--- src/rtl/sram_bus_arbiter.sv ---
// Purpose: shares one SRAM-like port between instruction fetch (master 0) and load/store (master 1),
//          with data priority, a fetch starvation guard and an in-order owner FIFO for response routing.
// Latency: zero added cycles; request and response paths are purely combinational muxes.
// Backpressure: mem_addr_ok stalls the granted master (the grant is held until the accept);
//               mem_req drops while OUTSTANDING transfers are unanswered.
// Ports:
//   clk, reset                    clock, synchronous active-high reset
//   inst_* / data_*               master request fields (req, wr, size, wstrb, addr, wdata) and
//                                 handshakes (addr_ok, data_ok, rdata)
//   mem_*                         shared memory port request fields and accept/response
//   err_stray                     sticky: response arrived with nothing outstanding
module sram_bus_arbiter #(
  parameter int OUTSTANDING  = 2,
  parameter int STARVE_LIMIT = 4
) (
  input  logic        clk,
  input  logic        reset,
  input  logic        inst_req,
  input  logic        inst_wr,
  input  logic [1:0]  inst_size,
  input  logic [3:0]  inst_wstrb,
  input  logic [31:0] inst_addr,
  input  logic [31:0] inst_wdata,
  output logic        inst_addr_ok,
  output logic        inst_data_ok,
  output logic [31:0] inst_rdata,
  input  logic        data_req,
  input  logic        data_wr,
  input  logic [1:0]  data_size,
  input  logic [3:0]  data_wstrb,
  input  logic [31:0] data_addr,
  input  logic [31:0] data_wdata,
  output logic        data_addr_ok,
  output logic        data_data_ok,
  output logic [31:0] data_rdata,
  output logic        mem_req,
  output logic        mem_wr,
  output logic [1:0]  mem_size,
  output logic [3:0]  mem_wstrb,
  output logic [31:0] mem_addr,
  output logic [31:0] mem_wdata,
  input  logic        mem_addr_ok,
  input  logic        mem_data_ok,
  input  logic [31:0] mem_rdata,
  output logic        err_stray
);

  localparam int PW = (OUTSTANDING > 1) ? $clog2(OUTSTANDING) : 1;
  localparam int CW = $clog2(OUTSTANDING + 1);
  localparam int SW = $clog2(STARVE_LIMIT + 1);

  // Owner FIFO: one bit per outstanding transfer, 0 = inst, 1 = data.
  logic [OUTSTANDING-1:0] owner;
  logic [PW-1:0]          wr_ptr;
  logic [PW-1:0]          rd_ptr;
  logic [CW-1:0]          count;

  logic          hold;     // a request is presented but not yet accepted
  logic          grant_q;  // master owning the held request
  logic [SW-1:0] starve;   // consecutive data accepts while fetch waits

  logic grant;             // 1 = data master
  logic sel_req;
  logic push;
  logic pop;
  logic stray;
  logic head;

  function automatic logic [PW-1:0] ptr_inc(input logic [PW-1:0] p);
    if (p == PW'(OUTSTANDING - 1)) return '0;
    return p + PW'(1);
  endfunction

  always_comb begin
    grant = 1'b0;
    if (hold)                                                grant = grant_q;
    else if (starve == SW'(STARVE_LIMIT) && inst_req)        grant = 1'b0;
    else if (data_req)                                       grant = 1'b1;
    else                                                     grant = 1'b0;
  end

  assign sel_req = grant ? data_req : inst_req;
  // A full FIFO blocks the request even if a pop happens this cycle.
  assign mem_req = sel_req & (count < CW'(OUTSTANDING));
  assign push    = mem_req & mem_addr_ok;
  assign pop     = mem_data_ok & (count != '0);
  assign stray   = mem_data_ok & (count == '0);
  assign head    = owner[rd_ptr];

  assign mem_wr    = grant ? data_wr    : inst_wr;
  assign mem_size  = grant ? data_size  : inst_size;
  assign mem_wstrb = grant ? data_wstrb : inst_wstrb;
  assign mem_addr  = grant ? data_addr  : inst_addr;
  assign mem_wdata = grant ? data_wdata : inst_wdata;

  assign inst_addr_ok = push & ~grant;
  assign data_addr_ok = push &  grant;
  assign inst_data_ok = pop  & ~head;
  assign data_data_ok = pop  &  head;
  assign inst_rdata   = mem_rdata;
  assign data_rdata   = mem_rdata;

  always_ff @(posedge clk) begin
    if (reset) begin
      owner     <= '0;
      wr_ptr    <= '0;
      rd_ptr    <= '0;
      count     <= '0;
      hold      <= 1'b0;
      grant_q   <= 1'b0;
      starve    <= '0;
      err_stray <= 1'b0;
    end else begin
      if (push) begin
        owner[wr_ptr] <= grant;
        wr_ptr        <= ptr_inc(wr_ptr);
      end
      if (pop) rd_ptr <= ptr_inc(rd_ptr);

      case ({push, pop})
        2'b10:   count <= count + CW'(1);
        2'b01:   count <= count - CW'(1);
        default: count <= count;
      endcase

      if (push) begin
        hold <= 1'b0;
      end else if (mem_req) begin
        hold    <= 1'b1;
        grant_q <= grant;
      end

      if (push && !grant)                                  starve <= '0;
      else if (!inst_req)                                  starve <= '0;
      else if (push && grant && starve != SW'(STARVE_LIMIT)) starve <= starve + SW'(1);

      if (stray) err_stray <= 1'b1;
    end
  end

endmodule

--- config.mk ---
export PLATFORM = sky130hd
export DESIGN_NAME = sram_bus_arbiter
export DESIGN_NICKNAME = d
export VERILOG_FILES = /design/src/rtl/sram_bus_arbiter.sv
export SDC_FILE = /design/constraint.sdc
export NUM_CORES = 1
export LEC_CHECK = 0
export ABC_AREA = 1
export BUFFER_PORTS_ARGS = -buffer_cell sky130_fd_sc_hd__buf_2
export CELL_PAD_IN_SITES_DETAIL_PLACEMENT = 0
export CELL_PAD_IN_SITES_GLOBAL_PLACEMENT = 1
export CORE_AREA = 2 2 126 128
export DETAILED_ROUTE_END_ITERATION = 6
export DIE_AREA = 0 0 128 130
export PLACE_DENSITY_LB_ADDON = 0.1
export SYNTH_ARGS = -nofsm -noshare
export SYNTH_HDL_FRONTEND = slang
export SYNTH_SLANG_ARGS = --single-unit
--- constraint.sdc ---
create_clock -name clk -period 1.8 [get_ports clk]
set_input_delay 0.27 -clock clk [delete_from_list [all_inputs] [get_ports clk]]
set_output_delay 0.27 -clock clk [all_outputs]
set_load 0.005 [all_outputs]
==> flow_summary.json <==
{
  "die_width_um": 128,
  "cts_hold_repair.buffers": 0,
  "internal-power_mw": 1.51,
  "crit-reg2reg-launch": "starve[0]",
  "wire_per_inst_um": 13.4,
  "postLayoutCoreUtil": 0.223,
  "clock_sinks": 12,
  "netlist_top_cells_area": "sky130_fd_sc_hd__nand2_1 42%, sky130_fd_sc_hd__buf_4 26%, sky130_fd_sc_hd__dfxtp_1 12%, sky130_fd_sc_hd__inv_1 3.0%, sky130_fd_sc_hd__a21oi_1 2.8%",
  "outcome": "finished with violations",
  "path_clk_slew_ns": 0.05,
  "async_sr_flop_fraction": 0,
  "power_density_nw_per_um2": 714,
  "synth_commonest_cells": "224 x sky130_fd_sc_hd__nand2_1, 70 x sky130_fd_sc_hd__buf_4, 16 x sky130_fd_sc_hd__inv_1",
  "yosys_warnings": 0,
  "pin_count_of_the_biggest_net_entering_global_routing": 43,
  "globalRoute.totalOverflow": 0,
  "layout.area.seq_um2": 243,
  "worstHoldEndpoint": "owner[0]",
  "worstHoldPathCells": 2,
  "detail_route.iter0.violations": 56,
  "layout_setup_ws_ns": -0.264,
  "yosys_register_bits": 12,
  "fmaxAchievable_ghz": 0.485,
  "critical_path.reg2reg.endpoint": "starve[1]",
  "setup-violations-final": 72,
  "cts-root-to-sink-buffers": 2,
  "viasPerCell": 3.65,
  "p_sw_frac": 0.385,
  "synthFlopType": "sky130_fd_sc_hd__dfxtp_1",
  "worstPathMaxFanout": 7,
  "postPlaceCellArea_um2": 2950,
  "area_growth_pct": 71.8,
  "power_frac_comb": 0.679,
  "slew-limit-headroom": 0.840,
  "tritoncts": "done",
  "postLayoutCellArea_um2": 3440,
  "ys_seq_area_frac": 0.120,
  "switchingPower_mw": 0.944,
  "multi_input_area_um2": 1200,
  "floorplan.die_area_um2": 16600,
  "initial_antenna_violation_count": 0,
  "syn-mean-instance-area_um2": 5.32,
  "setup.worst_path.end_class": "output pin",
  "starting_density_of_the_core": 0.130,
  "drive_above_1_share": 0.520,
  "final_total_pwr_mw": 2.46,
  "leakage_nw": 2.10,
  "hold_path_startpoint": "reset",
  "synth_cells": 376,
  "critical_path_arrival_ns": 1.79,
  "gp_congestion": 0.711,
  "design.core.area_um2": 15400,
  "mappedNetlistNets": 559,
  "post-route-period-util": 1.15,
  "max_slew_violation_total_from_the_final_report": 0,
  "p_clk_frac": 0.185,
  "clk_latency_ns": 0.24,
  "critPathRequiredTime_ns": 1.53,
  "fin_worst_skew_ns": 0.000795,
  "setup.worst_path.start": "starve[0]",
  "post-synth-top-count-cell": "sky130_fd_sc_hd__nand2_1",
  "drt-pass1-iter-count": 4,
  "vdd_ir_drop_max_uv": 205,
  "netlist_area_um2": 2000,
  "hold_viol": 0,
  "seq_power_share": 0.136,
  "critical_path.cell_chain": "inv_2, ha_4, nand2_4, inv_2, nand2_2, a31oi_4, buf_6, inv_8, bufbuf_16, nand2_1, nand2_1, buf_2",
  "overall_track_demand_over_capacity_in_global_routing": 0.104,
  "synth_top_area_share": 0.420,
  "wirelength_mm": 9.96,
  "number_of_buffers_inserted_by_port_buffering": 224,
  "violations": "negative setup slack",
  "first_global_vias": 2398,
  "cts-htree-levels": 1,
  "rsz0062_at_grt": "true",
  "dr_total_vias": 2717,
  "ff2ff_path_depth": 13,
  "placement_rows": 46,
  "slew_at_the_pin_closest_to_its_max_slew_limit_ns": 0.238,
  "timing.reg2reg.setup_slack_ns": 0.12,
  "ys_types": 22,
  "finalSetupTns_ns": -12.78,
  "critPathMaxStageDelay_ns": 0.32,
  "maxCapViolCount": 0,
  "count_of_nets_after_finishing": 736,
  "yosys.area.top_type": "sky130_fd_sc_hd__nand2_1",
  "clock-root-buffer": "sky130_fd_sc_hd__clkbuf_16",
  "dpl.hpwl_mm": 7.92,
  "ios": 321,
  "crit_slowest_cell": "sky130_fd_sc_hd__dfxtp_2",
  "synth_edf_count": 0,
  "final.fill_count": 1810,
  "grt_pass1_wl_mm": 13.3,
  "numCtsBuffers": 3,
  "final_period_minus_worst_setup_slack_ns": 2.06,
  "crit_path_start_kind": "flip-flop",
  "worstHoldPathType": "in -> reg",
  "critical_path_class": "reg -> out",
  "route.antenna.remaining_nets": 0,
  "dieHeight_um": 130,
  "antennaDiodeCount": 0,
  "drc": 0
}
## worst max-delay path by stage
stage                         endpoint  slack, ns  cells past startpoint
after CTS                 mem_addr[23]      -0.26                     12
final                     mem_addr[23]      -0.26                     12
after global routing       mem_addr[1]      -0.38                     12
after detailed placement   mem_addr[6]      -0.03                     11
after global placement     mem_addr[5]      -0.04                     11
after floorplan            mem_addr[0]       0.11                     10
## cells in the final DEF (no fill, tap or decap), drive strengths merged, types with 2 or more instances in the layout
master and count:
nand2 225, ha 3, a31oi 2, bufbuf 2, clkbuf 6, buf 247
dfxtp 12, nor2 6, a21oi 11, nand3 7, inv 18, o21ai 8
## per-layer routing
layer  GRT usage  wire length (µm)
met1       0.107              3480
met5           0                 0
met3      0.0267               867
met2       0.209              5530
met4      0.0220                84
## timing repair
action / in CTS / in global routing
resized for setup: 26 / 22
setup endpoints to repair: 73 / 77
pin swaps: 3 / 3
cloned: 5 / 2
setup buffers: 3 / 2
## state kept, by name (all words and copies together), names as in the netlist
name       flops
starve         3
count          2
wr_ptr         1
grant_q        1
hold           1
owner          2
rd_ptr         1
err_stray      1
## power by group through the flow
stage	clock network (mW)	registers, mW	logic (mW)
after detailed placement	0	0.339	1.36
after global placement	0	0.340	1.36
after CTS	0.467	0.334	1.61
final	0.454	0.335	1.67
after floorplan	0	0.335	0.768
after global routing	0.486	0.342	1.86
## cells by family (layout without fill, tap and decap cells)
kind of cell | Yosys count | after routing | share of synthesized area
AND/OR/NAND/NOR | 240 | 240 | 0.464
adder cells (fa/ha/maj) | 3 | 3 | 0.0188
AO/OA/AOI/OAI | 23 | 23 | 0.0713
XOR/XNOR | 1 | 1 | 0.00438
flip-flops | 12 | 12 | 0.120
buffers and inverters | 97 | 273 | 0.321
## metrics by stage
step                worst slack [ns]  std cells  hold WS [ns]
global placement             -0.0381        728         0.453
global route                  -0.385        744         0.305
finish                        -0.264        744         0.298
detailed placement           -0.0337        728         0.460
floorplan                      0.107        376         0.339
CTS                           -0.261        740         0.310
## final cells by class
class                   count  area share
multi-input cells         267       0.349
flip-flops and latches     12      0.0706
repair buffers            251       0.463
well taps                 192      0.0699
inverters                  18      0.0218
clock buffers               4      0.0258
## critical path, delay by kind of cell, from the launching register on
kind                     cells  cell delay, ns
buffers and inverters        6            0.73
flip-flops                   1            0.32
AO/OA/AOI/OAI                1            0.18
AND/OR/NAND/NOR              4            0.19
adder cells (fa/ha/maj)      1            0.14
Note: power is estimated with default switching activity, not from simulation.
